### config.mk
export PLATFORM = sky130hd
export DESIGN_NAME = seq_div16x8
export DESIGN_NICKNAME = d
export VERILOG_FILES = /design/src/rtl/div_pkg.sv /design/src/rtl/div_step.sv /design/src/rtl/seq_div16x8.sv
export SDC_FILE = /design/constraint.sdc
export NUM_CORES = 1
export LEC_CHECK = 0
export BUFFER_PORTS_ARGS = -buffer_cell sky130_fd_sc_hd__buf_2
export CAP_MARGIN = 25
export CORE_MARGIN = 2
export CORE_UTILIZATION = 56
export CTS_BUF_LIST = sky130_fd_sc_hd__clkbuf_8
export CTS_CLUSTER_SIZE = 14
export DETAILED_ROUTE_END_ITERATION = 7
export PLACE_DENSITY = 0.91
export SYNTH_ARGS = -nofsm -noshare
export SYNTH_HDL_FRONTEND = slang
export SYNTH_SLANG_ARGS = --single-unit
### constraint.sdc
create_clock -name clk -period 2.33 [get_ports clk]
set_input_delay 0.466 -clock clk [delete_from_list [all_inputs] [get_ports clk]]
set_output_delay 0.466 -clock clk [all_outputs]
set_load 0.01 [all_outputs]
### src/rtl/div_pkg.sv
// Shared definitions for the sequential restoring divider family.
package div_pkg;

    localparam int DEF_DIVIDEND_W = 16;
    localparam int DEF_DIVISOR_W  = 8;

    typedef enum logic [1:0] {
        IDLE = 2'd0,
        BUSY = 2'd1,
        DONE = 2'd2
    } state_e;

    // Quotient reported when the divisor is zero.
    localparam logic [DEF_DIVIDEND_W-1:0] DIV0_QUOTIENT = '1;

endpackage

### src/rtl/div_step.sv
// One combinational restoring-division step: shift in a dividend bit, trial-subtract, restore on borrow.
module div_step
    import div_pkg::*;
#(
    parameter int DIVISOR_W = DEF_DIVISOR_W
) (
    input  logic [DIVISOR_W:0]   rem_in,
    input  logic                 bit_in,
    input  logic [DIVISOR_W-1:0] divisor,
    output logic [DIVISOR_W:0]   rem_out,
    output logic                 q_bit
);

    logic [DIVISOR_W+1:0] shifted;
    logic [DIVISOR_W+1:0] trial;

    // rem_in < divisor keeps shifted < 2*divisor, so the top bit of trial is a true borrow flag.
    always_comb begin
        shifted = {rem_in, bit_in};
        trial   = shifted - {2'b00, divisor};
        q_bit   = ~trial[DIVISOR_W+1];
        rem_out = q_bit ? trial[DIVISOR_W:0] : shifted[DIVISOR_W:0];
    end

endmodule

### src/rtl/seq_div16x8.sv
// Sequential unsigned restoring divider, one quotient bit per clock, valid/ready on both sides.
module seq_div16x8
    import div_pkg::*;
#(
    parameter int DIVIDEND_W = DEF_DIVIDEND_W,
    parameter int DIVISOR_W  = DEF_DIVISOR_W
) (
    input  logic                  clk,
    input  logic                  rst,
    input  logic                  in_valid,
    output logic                  in_ready,
    input  logic [DIVIDEND_W-1:0] dividend,
    input  logic [DIVISOR_W-1:0]  divisor,
    output logic                  out_valid,
    input  logic                  out_ready,
    output logic [DIVIDEND_W-1:0] quotient,
    output logic [DIVISOR_W-1:0]  remainder,
    output logic                  div_zero
);

    localparam int                CNT_W    = $clog2(DIVIDEND_W);
    localparam logic [CNT_W-1:0]  CNT_LAST = CNT_W'(DIVIDEND_W - 1);

    state_e                  state_q, state_d;
    logic [CNT_W-1:0]        cnt_q, cnt_d;
    logic [DIVIDEND_W-1:0]   shift_q, shift_d;
    logic [DIVISOR_W:0]      rem_q, rem_d;
    logic [DIVISOR_W-1:0]    dsr_q, dsr_d;
    logic                    in_ready_q, in_ready_d;
    logic                    out_valid_q, out_valid_d;
    logic                    div_zero_q, div_zero_d;

    logic [DIVISOR_W:0]      step_rem;
    logic                    step_q;

    div_step #(.DIVISOR_W(DIVISOR_W)) u_step (
        .rem_in  (rem_q),
        .bit_in  (shift_q[DIVIDEND_W-1]),
        .divisor (dsr_q),
        .rem_out (step_rem),
        .q_bit   (step_q)
    );

    // NOTE: every signal written here gets a default first so no path leaves it unassigned (no latch).
    always_comb begin
        state_d     = state_q;
        cnt_d       = cnt_q;
        shift_d     = shift_q;
        rem_d       = rem_q;
        dsr_d       = dsr_q;
        in_ready_d  = in_ready_q;
        out_valid_d = out_valid_q;
        div_zero_d  = div_zero_q;

        case (state_q)
            IDLE: begin
                if (in_valid && in_ready_q) begin
                    shift_d    = dividend;
                    dsr_d      = divisor;
                    rem_d      = '0;
                    cnt_d      = '0;
                    div_zero_d = 1'b0;
                    in_ready_d = 1'b0;
                    state_d    = BUSY;
                    if (divisor == '0) begin
                        shift_d    = '1;
                        rem_d      = {1'b0, dividend[DIVISOR_W-1:0]};
                        div_zero_d = 1'b1;
                        state_d    = DONE;
                    end
                end
            end
            BUSY: begin
                shift_d = {shift_q[DIVIDEND_W-2:0], step_q};
                rem_d   = step_rem;
                cnt_d   = cnt_q + CNT_W'(1);
                if (cnt_q == CNT_LAST) begin
                    cnt_d   = '0;
                    state_d = DONE;
                end
            end
            DONE: begin
                // out_valid is registered from the DONE state, so it rises one edge after entry.
                if (out_valid_q && out_ready) begin
                    out_valid_d = 1'b0;
                    in_ready_d  = 1'b1;
                    state_d     = IDLE;
                end else begin
                    out_valid_d = 1'b1;
                end
            end
            default: begin
                state_d     = IDLE;
                in_ready_d  = 1'b1;
                out_valid_d = 1'b0;
            end
        endcase
    end

    // NOTE: state registers use non-blocking assignments so all flops update together at the edge.
    always_ff @(posedge clk or posedge rst) begin
        if (rst) begin
            state_q     <= IDLE;
            cnt_q       <= '0;
            shift_q     <= '0;
            rem_q       <= '0;
            dsr_q       <= '0;
            in_ready_q  <= 1'b1;
            out_valid_q <= 1'b0;
            div_zero_q  <= 1'b0;
        end else begin
            state_q     <= state_d;
            cnt_q       <= cnt_d;
            shift_q     <= shift_d;
            rem_q       <= rem_d;
            dsr_q       <= dsr_d;
            in_ready_q  <= in_ready_d;
            out_valid_q <= out_valid_d;
            div_zero_q  <= div_zero_d;
        end
    end

    assign in_ready  = in_ready_q;
    assign out_valid = out_valid_q;
    assign quotient  = shift_q;
    assign remainder = rem_q[DIVISOR_W-1:0];
    assign div_zero  = div_zero_q;

endmodule

==> results of run 1 <==
[stage by stage]
step / total power (W) / instance area [um2] / std cells / setup WS, ns / hold WS [ns]
after global placement: 0.00373 / 2660 / 356 / 0.214 / 0.458
after global routing: 0.00508 / 2820 / 364 / 0.0190 / 0.317
after floorplan: 0.00332 / 2400 / 269 / 0.395 / 0.451
after detailed placement: 0.00387 / 2660 / 356 / 0.157 / 0.479
final: 0.00467 / 2820 / 364 / 0.125 / 0.281
after CTS: 0.00463 / 2800 / 364 / 0.0866 / 0.299
[Yosys cell counts (2+ instances only)]
master	number
nand2_1	48
dfrtp_1	41
o21ai_0	29
o22ai_1	16
nor2_1	15
a21oi_1	14
clkbuf_1	11
inv_1	11
buf_4	9
ha_1	9
nand3_1	6
a211oi_1	5
mux2i_1	4
nor2b_1	4
xor2_1	4
buf_2	3
o211ai_1	3
o31ai_1	3
a21boi_0	2
a2bb2oi_1	2
a31oi_1	2
mux2_1	2
nand2b_1	2
nor3_1	2
nor4_1	2
o21a_1	2
xnor2_1	2
[where the power goes]
group | switching, W | total [W] | internal (W)
clock | 0.000266 | 0.000723 | 0.000457
sequential | 0.000278 | 0.00135 | 0.00107
combinational | 0.00147 | 0.00260 | 0.00113
[kinds of logic after synthesis]
kind of cell	Yosys count
AOI/OAI and AO/OA	86
and+or+nand+nor	83
DFF	42
buffers and inverters	35
adders and majority gates	10
xor gates and xnor gates	7
muxes	6
[per-layer routing]
| metal | track usage | wire length, um |
|---|---|---|
| met3 | 0.0596 | 265 |
| met4 | 0.157 | 265 |
| met5 | 0 | 0 |
| met1 | 0.325 | 2350 |
| met2 | 0.392 | 2710 |
[area by class of cell]
cell class,instances,area (um2),area share
Inverter,11,41.3,0.0147
Clock inverter,2,60.1,0.0213
Multi-Input combinational cell,192,1200,0.425
Clock buffer,6,82.6,0.0293
Sequential cell,42,1050,0.373
Timing Repair Buffer,61,323,0.115
Tap cell,50,62.6,0.0222
[worst max-delay path, delay by kind of cell (launching register included)]
family                   cells  cell delay (ns)
XOR/XNOR                     1             0.14
buffers and inverters        1             0.19
flip-flops                   1             0.41
AO/OA/AOI/OAI                4             0.97
adder cells (fa/ha/maj)      1             0.38
[final timing paths]
kind | from | endpoint | cells past startpoint
setup / recovery | rem_q[1] | quotient[0] | 7
hold / removal | rst | out_valid | 3
setup reg to reg | rem_q[1] | quotient[0] | 7
hold reg to reg | div_zero | div_zero | 2
max in group asynchronous | rst | in_ready | 3
min in group clk | in_valid | in_ready | 2
[flip-flops by register name, indices dropped and copies added (netlist names)]
name	count
out_valid	1
dsr_q	8
rem_q	9
in_ready	1
state_q	2
cnt_q	4
div_zero	1
quotient	16
[repair_timing]
item | CTS | global route
gates resized for setup | 0 | 2
endpoints found under the hold margin | 0 | 0
setup endpoints to repair | 0 | 4
==> reports/results.ini, run 1 <==
[finish]
syn2layout_area_growth_pct = 17.4
fillCellCount = 300
nets = 351
final_cell_mix = buf_2 (54), nand2_1 (48), dfrtp_1 (41)
drive_gt1_frac = 0.258
diodes = 0
fin_util = 0.694
final_common_cell = buf_2

[sta]
timing.fmax_mhz = 453
hold_viol_final = 0
setup_viol = 0
slew_viol_final = 0
fin_worst_skew_ns = 0.00316
finalSetupTns_ns = 0
grt_setup_unrepaired = false
worstMarginPinSlew_ns = 0.532
slew_headroom = 0.644
post-route-period-util = 0.946
period_minus_slack_ns = 2.21

[logic_synthesis]
synth_compound_area_frac = 0.229
synth.distinct_cells = 43
synthMuxAreaShare = 0.0261
yosys.area.top_type_share = 0.428
synth.area.top_cells = dfrtp_1 (43%), nand2_1 (7.5%), o21ai_0 (6.0%), ha_1 (4.7%), o22ai_1 (4.2%)
ys.flop_type = dfrtp_1
synth_area_um2 = 2400
syn_nets = 307
synth_seq_cells = 42
ys_seq_area_frac = 0.438
synth_adder_area_share = 0.0553
yosysTopAreaCell = dfrtp_1
synth_simple_gate_area_share = 0.149
yosys_warnings = 0
syn-instance-count = 269
synth_top_family_by_area = compound AO/OA/AOI/OAI gates
synth.avg_cell_area_um2 = 8.92
synth_xor_area_frac = 0.0287
synth_enable_flop_cells = 0
async_flop_share = 1.00

[critical_path]
cp-end-kind = register
critPathKind = register to register
slowest_stage = dfrtp_1
cpPeakStageDelay_ns = 0.41
crit_chain = ha_1, a21oi_1, o21ai_2, a31oi_4, xnor2_4, buf_4, a221o_2
worst_ep_arrival_time_ns = 2.40
startpoint_type = register
crit_fanout = 7
cp.required_ns = 2.52
r2r_slack_ns = 0.12

[detailed_routing]
drc = 0
ant_nets = 0
drt-initial-drc-count = 125
wl_per_cell_um = 15.4
vias_per_cell = 5.77
num_vias = 2099
drt_pre_antenna_iters = 4
wirelength_um = 5600

[clocking]
holdBufCountCts = 0
clock_path_buffers = 2
cts_setup_buffers = 0
worstSkewPairLatency_ns = 0.30
numCtsBuffers = 5
cts_num_sinks = 42
clk_pin_slew_ns = 0.08
cts_tree = done
root_buffer = clkbuf_8
htreeDepth = 2

[placement]
gp_congestion = 0.859
io_buffers = 54
hpwlAfterDp_um = 4010

[status]
status = completed

[grt]
track_usage = 0.255
grt_pass1_wl_um = 9740
grt_overflow = 0
grt_pass1_vias = 2083
grt_antenna_before_repair = 0
grt_max_degree = 50

[floorplan]
die_width_um = 69.5
die_area_um2 = 4820
core_area_um2 = 4060
start_util = 0.591
rows = 23
io_pins = 55
die_height_um = 69.5

[power_and_ir_drop]
vdd_drop_max_v = 0.000918
p_per_area_nw_per_um2 = 1660
p_leak_nw = 1.29

[worst_hold_path]
hp-class = input pin to asynchronous set/reset pin

[job]
maxCapViolCount = 0

Note: power is estimated with default switching activity, not from simulation.
==> run 2: changes to the inputs <==
Settings changed: SETUP_SLACK_MARGIN set to 0.3.
==> run 2 against run 1 <==
- cell area grew 12%
- worst setup slack gained 0.079 ns
- wire length up 30%
- largest power group unchanged
- clock-buffer cell count unchanged
- final cell count is 4.4% higher
- die area is the same
- critical path depth up 1
==> reports/results.ini, run 2 (synthesized netlist as in run 1, its figures left out) <==
[detailed_routing]
num_vias = 2414  ; +15%
drt-initial-drc-count = 281  ; +120%
wl_per_cell_um = 19.1  ; +25%
drt_pre_antenna_iters = 5  ; +1
ant_nets = 0  ; unchanged
drc = 0  ; unchanged
wirelength_um = 7280  ; +30%
vias_per_cell = 6.35  ; +10%

[finish]
largest_register_ffs = 16  ; unchanged
regArea_um2 = 1050  ; +0.24%
drive_gt1_frac = 0.388  ; +0.130
syn2layout_area_growth_pct = 31.0
stdcell_area_um2 = 3140  ; +12%
instances_no_fill = 380  ; +4.4%
multi_input_area_um2 = 1380  ; +15%
nets = 367  ; +4.6%
fillCellCount = 243  ; -19%
diodes = 0  ; unchanged
final_common_cell = buf_2
fin_util = 0.775  ; +0.0805
final_cell_mix = buf_2 (54), nand2_1 (46), dfrtp_1 (39)

[critical_path]
r2r_slack_ns = 0.20  ; +0.08 ns
startpoint_type = register
cp-end-kind = register
rr_worst_depth = 8  ; +1
crit_fanout = 7  ; unchanged
cp.required_ns = 2.52  ; about the same
critPathKind = register to register
r2r_start = rem_q[0]
critPathLaunch = rem_q[0]
crit_end = quotient[0]
regToRegEndpoint = quotient[0]
worst_ep_arrival_time_ns = 2.31  ; -0.09 ns

[floorplan]
core_area_um2 = 4060  ; unchanged
io_pins = 55  ; unchanged
die_height_um = 69.5  ; unchanged
rows = 23  ; unchanged
die_area_um2 = 4820  ; unchanged
start_util = 0.591  ; unchanged
die_width_um = 69.5  ; unchanged

[clocking]
htreeDepth = 2  ; unchanged
cts_tree = done
root_buffer = clkbuf_8
clk_pin_slew_ns = 0.09  ; about the same
clock_path_buffers = 2  ; unchanged
numCtsBuffers = 5  ; unchanged
cts_num_sinks = 42  ; unchanged
worstSkewPairLatency_ns = 0.30  ; about the same

[sta]
finalSetupTns_ns = 0  ; unchanged
hold_viol_final = 0  ; unchanged
slew_headroom = 0.620  ; -0.0246
timing.fmax_mhz = 470  ; +3.7%
post-route-period-util = 0.913  ; -0.0338
slew_viol_final = 0  ; unchanged
fin_worst_skew_ns = 0.00677  ; +0.00361 ns
grt_setup_unrepaired = true
worstMarginPinSlew_ns = 0.565  ; +0.0330 ns
period_minus_slack_ns = 2.13  ; -0.0788 ns
setup_viol = 0  ; unchanged

[power_and_ir_drop]
p_leak_nw = 1.39  ; +7.9%
p_per_area_nw_per_um2 = 1900  ; +14%
vdd_drop_max_v = 0.00133  ; +45%
totalPowerFinal_w = 0.00597  ; +28%

[grt]
grt_antenna_before_repair = 0  ; unchanged
grt_overflow = 0  ; unchanged
track_usage = 0.283  ; +0.0277
grt_pass1_vias = 2212  ; +6.2%
grt_pass1_wl_um = 10800  ; +11%
grt_max_degree = 50  ; unchanged

[placement]
dpl_cell_area_um2 = 2660  ; unchanged
place_inst = 356  ; unchanged
hpwlAfterDp_um = 4010  ; unchanged
io_buffers = 54  ; unchanged
gp_congestion = 0.859  ; unchanged

[status]
status = completed

[worst_hold_path]
hp-class = input pin to asynchronous set/reset pin

[job]
maxCapViolCount = 0  ; unchanged

==> run 2: cell count changes in the layout (fill, tap and decap cells not counted), sizes merged <==
cell	change
buf	+16
==> run 2: critical path, cell delays in order (launching register included) <==
cell	delay (ns)
dfrtp_1	0.42
ha_1	0.36
nand2_2	0.09
o21ai_4	0.21
a31oi_4	0.14
xnor2_4	0.15
buf_12	0.15
buf_8	0.13
a221o_2	0.35
==> run 2: worst min path at each step <==
stage,slack [ns],depth (start not counted),endpoint
after floorplan,0.45,1,cnt_q[3]
after global placement,0.46,2,div_zero
after global routing,0.32,2,in_ready
final,0.28,3,dsr_q[3]
after CTS,0.30,3,out_valid
after detailed placement,0.48,2,div_zero
==> run 2: what timing repair did <==
item / in CTS / in global routing
gates resized for setup: 19 / 24
buffers inserted: 6 / 10
setup endpoints to repair: 10 / 11
hold buffers: 0 / 0
pin swaps: 5 / 14
==> run 2: power by group <==
part	leakage (nW)	switching (W)	internal, W
Sequential	0.514	0.000310	0.00107
Clock	0.0714	0.000268	0.000457
Combinational	0.809	0.00201	0.00185
==> run 2: per-stage QoR <==
stage                     hold WS (ns)  setup slack, ns
after global routing             0.318            0.134
after global placement           0.458            0.214
after floorplan                  0.451            0.395
after CTS                        0.299            0.296
after detailed placement         0.479            0.157
final                            0.281            0.204
==> run 2: layout make-up <==
class / instances / area share
Multi-Input combinational cell: 192 / 0.439
Sequential cell: 42 / 0.335
Timing Repair Buffer: 77 / 0.147
Clock buffer: 6 / 0.0263
Tap cell: 50 / 0.0199
Clock inverter: 2 / 0.0191
Inverter: 11 / 0.0131
==> run 2: layer usage <==
metal	vias up	routed length (um)	global-route usage
met5	-	0	0
met4	0	343	0.133
met3	37	584	0.0567
met2	160	3520	0.460
met1	1149	2830	0.361
li1	1068	-	-
==> run 3: changes to the inputs <==
Settings changed: BUFFER_PORTS_ARGS -buffer_cell sky130_fd_sc_hd__buf_2 to -buffer_cell sky130_fd_sc_hd__clkbuf_2, GPL_TIMING_DRIVEN set to 0.
==> run 3 against run 2 <==
- clock skew down 0.0022 ns
- die area unchanged
- global-route usage shrank 0.90 points
- critical path type unchanged
==> reports/results.ini, run 3 (synthesized netlist as in run 1, its figures left out) <==
[status]
status = completed

[clocking]
numCtsBuffers = 5  ; unchanged
htreeDepth = 2  ; unchanged
worstSkewPairLatency_ns = 0.31  ; about the same
clk_pin_slew_ns = 0.08  ; about the same
root_buffer = clkbuf_8
cts_tree = done
clock_path_buffers = 2  ; unchanged
cts_num_sinks = 42  ; unchanged

[finish]
final_common_cell = clkbuf_2
fin_util = 0.788  ; +0.0133
stdcell_area_um2 = 3200  ; +1.7%
syn2layout_area_growth_pct = 33.3
largest_register_ffs = 16  ; unchanged
fillCellCount = 235  ; -3.3%
instances_no_fill = 399  ; +5.0%
diodes = 0  ; unchanged
final_cell_mix = clkbuf_2 (55), nand2_1 (47), dfrtp_1 (35)
multi_input_area_um2 = 1400  ; +1.2%
drive_gt1_frac = 0.393  ; +0.00467
nets = 387  ; +5.4%
regArea_um2 = 1060  ; +0.47%

[critical_path]
crit_fanout = 5  ; -2
critPathLaunch = rem_q[1]
critPathKind = register to register
cp.required_ns = 2.52  ; about the same
startpoint_type = register
r2r_start = rem_q[1]
cp-end-kind = register
worst_ep_arrival_time_ns = 2.25  ; -0.06 ns

[floorplan]
rows = 23  ; unchanged
die_width_um = 69.5  ; unchanged
core_area_um2 = 4060  ; unchanged
start_util = 0.591  ; unchanged
die_area_um2 = 4820  ; unchanged
die_height_um = 69.5  ; unchanged
io_pins = 55  ; unchanged

[placement]
place_inst = 373  ; +4.8%
gp_congestion = 0.819  ; -4.6%
hpwlAfterDp_um = 4230  ; +5.5%
dpl_cell_area_um2 = 2730  ; +2.8%
io_buffers = 54  ; unchanged

[grt]
grt_antenna_before_repair = 0  ; unchanged
grt_overflow = 0  ; unchanged
grt_pass1_wl_um = 10500  ; -2.5%
grt_pass1_vias = 2233  ; +0.95%
grt_max_degree = 43  ; -14%
track_usage = 0.274  ; -0.00895

[sta]
post-route-period-util = 0.886  ; -0.0263
hold_viol_final = 0  ; unchanged
fin_worst_skew_ns = 0.00462  ; -0.00216 ns
finalSetupTns_ns = 0  ; unchanged
slew_viol_final = 0  ; unchanged
slew_headroom = 0.423  ; -0.196
grt_setup_unrepaired = true
worstMarginPinSlew_ns = 0.864  ; +0.299 ns
timing.fmax_mhz = 484  ; +3.0%
period_minus_slack_ns = 2.07  ; -0.0613 ns
setup_viol = 0  ; unchanged

[power_and_ir_drop]
totalPowerFinal_w = 0.00586  ; -1.8%
p_leak_nw = 1.41  ; +1.0%
vdd_drop_max_v = 0.00131  ; -0.99%
p_per_area_nw_per_um2 = 1830  ; -3.4%

[detailed_routing]
vias_per_cell = 6.18  ; -2.7%
drt_pre_antenna_iters = 5  ; unchanged
drt-initial-drc-count = 330  ; +17%
ant_nets = 0  ; unchanged
drc = 0  ; unchanged
wirelength_um = 7350  ; +1.0%
num_vias = 2467  ; +2.2%
wl_per_cell_um = 18.4  ; -3.8%

[job]
maxCapViolCount = 0  ; unchanged

[worst_hold_path]
hp-class = input pin to asynchronous set/reset pin

==> run 3: changes by cell type in the layout (fill, tap and decap cells not counted), sizes merged <==
cell    delta
clkinv     +2
clkbuf    +64
bufinv     -2
buf       -45
==> run 3: area by class of cell <==
| class | count | area share |
|---|---|---|
| Sequential cell | 42 | 0.331 |
| Tap cell | 50 | 0.0196 |
| Timing Repair Buffer | 73 | 0.132 |
| Inverter | 11 | 0.0129 |
| Clock buffer | 5 | 0.0215 |
| Clock inverter | 2 | 0.00313 |
| Multi-Input combinational cell | 192 | 0.437 |
| Buffer | 24 | 0.0426 |
==> run 3: worst paths after layout <==
path | slack [ns] | to | cells after the start
max reg2reg | 0.26 | rem_q[5] | 8
max | 0.26 | rem_q[5] | 8
min | 0.32 | quotient[6] | 2
min in group clk | 0.33 | in_ready | 2
max in group asynchronous | 1.41 | rem_q[4] | 2
min reg2reg | 0.50 | div_zero | 2
==> run 3: per-layer routing <==
layer  share of wire  global-route usage  vias to the layer above
met3           0.075              0.0581                       31
li1                -                   -                     1098
met4           0.039               0.115                        0
met5               0                   0                        -
met1            0.40               0.360                     1180
met2            0.49               0.439                      158
==> run 3: worst max-delay path: stages (launching register included) <==
cell and delay, ns:
dfrtp_2 0.44, ha_4 0.33, nand2_4 0.07, o21ai_4 0.18, a31oi_4 0.14, xnor2_4 0.27, buf_6 0.19, mux2i_1 0.23
a21oi_1 0.09
==> run 3: through the flow <==
step | hold WS [ns] | setup WS, ns
after floorplan | 0.451 | 0.395
after global routing | 0.335 | 0.174
after detailed placement | 0.491 | 0.153
after global placement | 0.465 | 0.181
after CTS | 0.333 | 0.279
final | 0.320 | 0.265
==> run 3: report_power, final <==
group          leakage (nW)  total, W  switching (W)  internal (W)
sequential            0.510   0.00141       0.000327       0.00108
clock                0.0438  0.000467       0.000265      0.000202
combinational         0.854   0.00399        0.00205       0.00194
total                  1.41   0.00586        0.00264       0.00322
==> run 3: repair_timing <==
item,in CTS,in global routing
pin swaps,4,15
gates resized for setup,15,30
setup endpoints to repair,9,21
setup buffers,3,15
hold endpoints to repair,0,0
cloned,1,0
hold buffers,0,0
